### config.mk
export PLATFORM = sky130hd
export DESIGN_NAME = mxv_sequencer_flat
export DESIGN_NICKNAME = d
export VERILOG_FILES = /design/src/rtl/global_pkg.sv /design/src/rtl/mxv_pkg.sv /design/src/rtl/mxv_sequencer_if.sv /design/src/rtl/mxv_counter.sv /design/src/rtl/mxv_sequencer.sv /design/src/flat_wrapper.sv
export SDC_FILE = /design/constraint.sdc
export NUM_CORES = 1
export LEC_CHECK = 0
export BUFFER_PORTS_ARGS = -buffer_cell sky130_fd_sc_hd__clkbuf_2
export CAP_MARGIN = 20
export CORE_ASPECT_RATIO = 0.7
export CORE_MARGIN = 2
export CORE_UTILIZATION = 35
export DETAILED_ROUTE_END_ITERATION = 8
export PLACE_DENSITY = 0.69
export SYNTH_ARGS = -nofsm -noshare
export SYNTH_HDL_FRONTEND = slang
export SYNTH_HIERARCHICAL = 1
export SYNTH_SLANG_ARGS = --single-unit
### constraint.sdc
create_clock -name clk -period 2.2 [get_ports clk]
set_input_delay 0.44 -clock clk [delete_from_list [all_inputs] [get_ports clk]]
set_output_delay 0.44 -clock clk [all_outputs]
set_load 0.01 [all_outputs]
### src/rtl/global_pkg.sv
// Shared datapath types for the P03 matrix-vector datapath.
package global_pkg;

    localparam int DW = 8;

    typedef logic [DW-1:0] data_t;

endpackage

### src/rtl/mxv_pkg.sv
// Constants, state encodings and helpers for the matrix-vector sequencer.
package mxv_pkg;

    localparam int N_MAX = 8;
    localparam int IW    = $clog2(N_MAX);

    // Largest dimension the sequencer will run, at the width of the dim port.
    localparam logic [IW:0] DIM_MAX = (IW+1)'(N_MAX);

    typedef logic [2:0] state_t;

    localparam state_t ST_IDLE  = 3'd0;
    localparam state_t ST_RUN   = 3'd1;
    localparam state_t ST_DRAIN = 3'd2;
    localparam state_t ST_WRITE = 3'd3;
    localparam state_t ST_DONE  = 3'd4;

    // Oversized requests are clamped rather than rejected.
    function automatic logic [IW:0] sat_dim(input logic [IW:0] d);
        return (d > DIM_MAX) ? DIM_MAX : d;
    endfunction

endpackage

### src/rtl/mxv_sequencer_if.sv
// Bus between the sequencer, the two operand memories, the accumulate
// processor and the job controller.
interface mxv_sequencer_if import global_pkg::*, mxv_pkg::*; ();

    logic              start;
    logic [IW:0]       dim;
    logic [2*IW-1:0]   mat_addr;
    logic [IW-1:0]     vec_addr;
    data_t             mat_rdata;
    data_t             vec_rdata;
    data_t             A;
    data_t             B;
    logic              enable;
    logic              retro;
    data_t             mac_out;
    logic              res_valid;
    data_t             res_data;
    logic [IW-1:0]     res_idx;
    logic              busy;
    logic              done;

    // Sequencer side.
    modport master (
        input  start, dim, mat_rdata, vec_rdata, mac_out,
        output mat_addr, vec_addr, A, B, enable, retro,
               res_valid, res_data, res_idx, busy, done
    );

    // Environment side: controller, memories and processor.
    modport slave (
        output start, dim, mat_rdata, vec_rdata, mac_out,
        input  mat_addr, vec_addr, A, B, enable, retro,
               res_valid, res_data, res_idx, busy, done
    );

endinterface

### src/rtl/mxv_counter.sv
// Index counter with synchronous clear, increment enable and a terminal-count
// flag against a runtime limit.
module mxv_counter #(
    parameter int W = 3
) (
    input  logic         clk,
    input  logic         rst,
    input  logic         clr,
    input  logic         inc,
    input  logic [W-1:0] limit,
    output logic [W-1:0] cnt,
    output logic         tc
);

    logic [W-1:0] cnt_q;
    logic [W-1:0] cnt_d;

    // Clear wins over increment.
    always_comb begin
        cnt_d = cnt_q;
        if (clr) begin
            cnt_d = '0;
        end else if (inc) begin
            cnt_d = cnt_q + W'(1);
        end
    end

    // Count register.
    always_ff @(posedge clk or negedge rst) begin
        if (!rst) begin
            cnt_q <= '0;
        end else begin
            cnt_q <= cnt_d;
        end
    end

    assign cnt = cnt_q;
    assign tc  = (cnt_q == limit);

endmodule

### src/rtl/mxv_sequencer.sv
// Matrix-vector sequencer: walks an NxN matrix row by row against an N
// vector, feeds element pairs to the accumulate processor and reports one
// accumulated result per row.
//
//   state | meaning
//   ------+---------------------------------------------------------------
//   IDLE  | waiting for start; start pulses retro to flush the accumulator
//   RUN   | issuing {row,col} / col read addresses, one per cycle
//   DRAIN | no address; the last pair of the row is being accumulated
//   WRITE | mac_out is the row sum: strobe it out and clear the accumulator
//   DONE  | one-cycle completion pulse
module mxv_sequencer import global_pkg::*, mxv_pkg::*; (
    input  logic           clk,
    input  logic           rst,
    mxv_sequencer_if.master bus
);

    state_t      state_q;
    state_t      state_d;
    logic [IW:0] dim_q;
    logic [IW:0] dim_d;
    logic        enable_q;
    logic        enable_d;
    data_t       res_data_q;
    data_t       res_data_d;

    logic          col_clr;
    logic          col_inc;
    logic          row_clr;
    logic          row_inc;
    logic [IW-1:0] col;
    logic [IW-1:0] row;
    logic          col_tc;
    logic          row_tc;
    logic [IW-1:0] last_idx;
    logic [IW:0]   dim_sat;
    logic          retro;

    // Both counters stop at dim-1; dim==0 never reaches RUN so the wrap is harmless.
    assign last_idx = IW'(dim_q - (IW+1)'(1));
    assign dim_sat  = sat_dim(bus.dim);

    mxv_counter #(.W(IW)) u_col (
        .clk   (clk),
        .rst   (rst),
        .clr   (col_clr),
        .inc   (col_inc),
        .limit (last_idx),
        .cnt   (col),
        .tc    (col_tc)
    );

    mxv_counter #(.W(IW)) u_row (
        .clk   (clk),
        .rst   (rst),
        .clr   (row_clr),
        .inc   (row_inc),
        .limit (last_idx),
        .cnt   (row),
        .tc    (row_tc)
    );

    // Next-state, dimension latch and counter control.
    always_comb begin
        state_d = state_q;
        dim_d   = dim_q;
        col_clr = 1'b0;
        col_inc = 1'b0;
        row_clr = 1'b0;
        row_inc = 1'b0;
        case (state_q)
            ST_IDLE: begin
                if (bus.start) begin
                    dim_d   = dim_sat;
                    col_clr = 1'b1;
                    row_clr = 1'b1;
                    state_d = (dim_sat == '0) ? ST_DONE : ST_RUN;
                end
            end
            ST_RUN: begin
                if (col_tc) begin
                    state_d = ST_DRAIN;
                end else begin
                    col_inc = 1'b1;
                end
            end
            ST_DRAIN: begin
                state_d = ST_WRITE;
            end
            ST_WRITE: begin
                col_clr = 1'b1;
                if (row_tc) begin
                    state_d = ST_DONE;
                end else begin
                    row_inc = 1'b1;
                    state_d = ST_RUN;
                end
            end
            ST_DONE: begin
                state_d = ST_IDLE;
            end
            default: begin
                state_d = ST_IDLE;
            end
        endcase
    end

    // Read data lags the address by one cycle, so enable trails RUN by one.
    // The row result is kept so res_data holds between strobes.
    always_comb begin
        enable_d   = (state_q == ST_RUN);
        res_data_d = res_data_q;
        if (state_q == ST_WRITE) begin
            res_data_d = bus.mac_out;
        end
    end

    // State and datapath registers.
    always_ff @(posedge clk or negedge rst) begin
        if (!rst) begin
            state_q    <= ST_IDLE;
            dim_q      <= '0;
            enable_q   <= 1'b0;
            res_data_q <= '0;
        end else begin
            state_q    <= state_d;
            dim_q      <= dim_d;
            enable_q   <= enable_d;
            res_data_q <= res_data_d;
        end
    end

    // Flush on job start and after each row has been captured.
    assign retro = ((state_q == ST_IDLE) && bus.start) || (state_q == ST_WRITE);

    // Output decode.
    always_comb begin
        bus.mat_addr  = '0;
        bus.vec_addr  = '0;
        if (state_q == ST_RUN) begin
            bus.mat_addr = {row, col};
            bus.vec_addr = col;
        end
        bus.A         = bus.mat_rdata;
        bus.B         = bus.vec_rdata;
        bus.enable    = enable_q;
        bus.retro     = retro;
        bus.res_valid = (state_q == ST_WRITE);
        bus.res_data  = (state_q == ST_WRITE) ? bus.mac_out : res_data_q;
        bus.res_idx   = row;
        bus.busy      = (state_q != ST_IDLE);
        bus.done      = (state_q == ST_DONE);
    end

    // The processor must never be asked to accumulate and clear at once.
    a_no_en_retro: assert property (@(posedge clk) disable iff (!rst) !(enable_q && retro));

endmodule

### src/flat_wrapper.sv
// flat-port wrapper written by rule: the top's interface ports become plain ports
module mxv_sequencer_flat import global_pkg::*, mxv_pkg::*;
  (clk, rst, bus_start, bus_dim, bus_mat_rdata, bus_vec_rdata, bus_mac_out, bus_mat_addr, bus_vec_addr, bus_A, bus_B, bus_enable, bus_retro, bus_res_valid, bus_res_data, bus_res_idx, bus_busy, bus_done);
  mxv_sequencer_if bus_i ();
  input  logic clk;
  input  logic rst;
  input wire logic [$bits(bus_i.start)-1:0] bus_start;
  input wire logic [$bits(bus_i.dim)-1:0] bus_dim;
  input wire logic [$bits(bus_i.mat_rdata)-1:0] bus_mat_rdata;
  input wire logic [$bits(bus_i.vec_rdata)-1:0] bus_vec_rdata;
  input wire logic [$bits(bus_i.mac_out)-1:0] bus_mac_out;
  output wire logic [$bits(bus_i.mat_addr)-1:0] bus_mat_addr;
  output wire logic [$bits(bus_i.vec_addr)-1:0] bus_vec_addr;
  output wire logic [$bits(bus_i.A)-1:0] bus_A;
  output wire logic [$bits(bus_i.B)-1:0] bus_B;
  output wire logic [$bits(bus_i.enable)-1:0] bus_enable;
  output wire logic [$bits(bus_i.retro)-1:0] bus_retro;
  output wire logic [$bits(bus_i.res_valid)-1:0] bus_res_valid;
  output wire logic [$bits(bus_i.res_data)-1:0] bus_res_data;
  output wire logic [$bits(bus_i.res_idx)-1:0] bus_res_idx;
  output wire logic [$bits(bus_i.busy)-1:0] bus_busy;
  output wire logic [$bits(bus_i.done)-1:0] bus_done;
  assign bus_i.start = bus_start;
  assign bus_i.dim = bus_dim;
  assign bus_i.mat_rdata = bus_mat_rdata;
  assign bus_i.vec_rdata = bus_vec_rdata;
  assign bus_i.mac_out = bus_mac_out;
  assign bus_mat_addr = bus_i.mat_addr;
  assign bus_vec_addr = bus_i.vec_addr;
  assign bus_A = bus_i.A;
  assign bus_B = bus_i.B;
  assign bus_enable = bus_i.enable;
  assign bus_retro = bus_i.retro;
  assign bus_res_valid = bus_i.res_valid;
  assign bus_res_data = bus_i.res_data;
  assign bus_res_idx = bus_i.res_idx;
  assign bus_busy = bus_i.busy;
  assign bus_done = bus_i.done;
  mxv_sequencer u_core (.clk(clk), .rst(rst), .bus(bus_i));
endmodule
==> run metrics <==
Final #Nets=between 150 and 200; Post-Synthesis Net Count=153; post-synthesis cell count=119; clock buffer depth=2; Worst-Skew Late Latency=0.25 ns; first-pass GRT wire length=3570 µm; share of post-route cells with drive strength above 1=0.434; DR WL/cell=~12 µm; path depth of the worst reg2reg path=8; area grow syn2layout=14.4%; post-cts hold buffer count=0; drt pass-1 iters=4; most common cell after layout, fill and taps aside=clkbuf_2; Simple-Gate Fraction of Synth Area=0.180; Max stage delay cell, worst path=dfrtp_1; via count=901; crit path cell chain=nand3b_1 > buf_4 > mux2_2 > clkbuf_2; Core Footprint=0.00345 mm²; Final period util=0.958; Initial Util=0.359; crit path from=u_core/state_q[1]$_DFFE_PN0P_; GR Overflow Total=0; worst-path fanout max=11; YS warnings=6; vias in the first global route=753; multiplexer area fraction after synthesis=0.0891; crit path capture=bus_res_data[1]; Worst EP required=1.76 ns; GPL Wtd Cong=0.784; Largest stage delay, worst path=0.49 ns; largest net degree at the start of global routing=22; crit path capture type=primary output; total global-route track usage=0.121; max-slew violations=0; Syn Area/Cell=10.4 µm²; combinational family with the most area after synthesis=simple AND/OR/NAND/NOR gates; total die area=0.00403 mm²; Worst R2R Setup Slack=0.23 ns; Distinct cells, synth=31; Sink Count=21; critical path arrival=1.67 ns; Power, Total=1810 µW; Synth Area in Adders=0.0304; Die Span Y=53.7 µm; Max Cap Viol=0; XOR/XNOR Fraction of Synth Area=0.0638; commonest non-fill, non-tap cells in the layout=clkbuf_2 (39), dfrtp_1 (21), mux2_2 (8); final setup vio count=0; setup_tns=0 ns; Max IR drop VDD=~660 µV; endpoints failing hold=0; LEAKAGE=between 0.0007 and 0.0008 µW; antenna fix cells=0; status=completed; slew of the pin with the lowest slew margin=0.582 ns; Synth Register Bits=21; post-DP HPWL=1850 µm; Clock transition at path regs=~0.07 ns; vias per inst=4.67; fin crit period=2.11 ns; # rows=18; Reg2Reg Capture Point=u_core/u_row/cnt[1]$_DFFE_PN0P_; Worst Path Class, Setup=flop to primary output; Max transition margin=0.608; initial antenna violation count=0; pwr dens=roughly 1300 mW/mm²; skew final=between 0.0004 and 0.0005 ns; H-tree Lvls=1; final wirelength=2350 µm; Compound-Gate Fraction of Synth Area=0.0668; pre-CTS setup slack=0.226 ns; RSZ-0062 raised after global routing=no; register area share after synthesis=0.425; startpoint types=flop; IO buf count=39; initial DRC count=between 40 and 50; Post-Syn Area=0.00124 mm²; DRC=0; number of routed nets with antenna violations=0; Die X=around 75 µm; Ports=72; CTS tree=done; f_max=between 0.4 and 0.5 GHz; worst setup margin=0.0927 ns; CTS Root Cell=clkbuf_8; total CTS buffers=3; Hold WC Path Type=primary input to async pin; reg2reg start=u_core/dim_q[0]$_DFFE_PN0P_
## logic make-up (layout without fill, tap and decap cells)
family	after synthesis	count (layout)
simple gates	36	36
buf+inv	28	52
flops	21	21
compound gates	12	12
mux	10	10
xor+xnor	9	9
fa+ha+maj	3	3
## per-layer routing
metal  part of all wire  global-route usage  up-vias
met4             0.0047              0.0417        0
met3              0.082              0.0543        4
met5                  0                   0        -
met2               0.44               0.171       40
met1               0.47               0.164      430
li1                   -                   -      427
## final cells by class
| class | count | area [µm²] |
|---|---|---|
| fillers | 346 | 2030 |
| flip-flops and latches | 21 | 526 |
| well taps | 50 | 62.6 |
| repair buffers | 43 | 225 |
| inverters | 5 | 18.8 |
| multi-input cells | 70 | 536 |
| clock inverters | 1 | 5.00 |
| clock buffers | 3 | 41.3 |
## how the worst min path moves through the flow
| stage | from | to | slack (ns) | cells past startpoint |
|---|---|---|---|---|
| after floorplan | rst | u_core/bus.enable$_DFF_PN0_ | 0.14 | 0 |
| after global placement | rst | u_core/u_row/cnt[0]$_DFFE_PN0P_ | 0.43 | 1 |
| after detailed placement | rst | u_core/u_row/cnt[0]$_DFFE_PN0P_ | 0.44 | 1 |
| after CTS | rst | u_core/u_row/cnt[0]$_DFFE_PN0P_ | 0.16 | 1 |
| after global routing | rst | u_core/u_row/cnt[0]$_DFFE_PN0P_ | 0.18 | 1 |
| final | rst | u_core/u_row/cnt[0]$_DFFE_PN0P_ | 0.14 | 1 |
## critical path: cells and delay by family, from the launching register on
family                 cells  cell delay (ns)
multiplexers               1             0.35
buffers and inverters      2             0.33
AND/OR/NAND/NOR            1             0.24
flip-flops                 1             0.49
## through the flow
step	cells	hold WS, ns	utilization	instance area (µm²)
3_3_place_gp	187	0.432	0.391	1350
4_1_cts	191	0.160	0.405	1400
2_1_floorplan	119	0.144	-	1240
6_report	193	0.140	0.410	1410
5_1_grt	193	0.175	0.410	1410
3_5_place_dp	187	0.442	0.391	1350
## state kept, by name (all words and copies together), names as in the netlist
name / flops
u_core/res_data_q: 8
u_core/dim_q: 3
u_core/state_q: 3
u_core/u_col/cnt: 3
u_core/u_row/cnt: 3
u_core/bus.enable: 1
## repair_timing
| action | CTS | global route |
|---|---|---|
| setup endpoints to repair | 0 | 5 |
| setup buffers | 0 | 2 |
| resized for setup | 0 | 1 |
## power by group
part           switching, µW  internal, µW  total, µW  leakage (µW)
Combinational            495           422        917      0.000422
Sequential               108           539        647      0.000262
Clock                    120           126        246     0.0000255
## synthesized netlist by cell type
cell type	number	share of area
buf_2	1	0.0040
dfrtp_1	21	0.43
nor2_1	6	0.018
mux2i_1	2	0.016
inv_1	5	0.015
or4b_1	1	0.0081
a21oi_2	2	0.014
and2_1	6	0.030
buf_4	19	0.12
nor2b_1	1	0.0051
nor3_2	2	0.016
clkbuf_2	1	0.0040
clkbuf_1	2	0.0061
nand3b_1	4	0.024
ha_1	3	0.030
o22ai_1	1	0.0051
nand2_1	5	0.015
or3_2	1	0.0061
nand2b_1	3	0.015
a21bo_1	2	0.016
o21ai_0	3	0.012
nor3b_1	2	0.012
nand3_1	1	0.0040
xnor2_1	2	0.014
a21oi_1	3	0.012
mux2_2	8	0.073
xor2_1	7	0.050
a221oi_1	1	0.0071
or3b_1	2	0.014
nor4_1	1	0.0051
and2_2	1	0.0061
(Power assumes the default switching activity.)
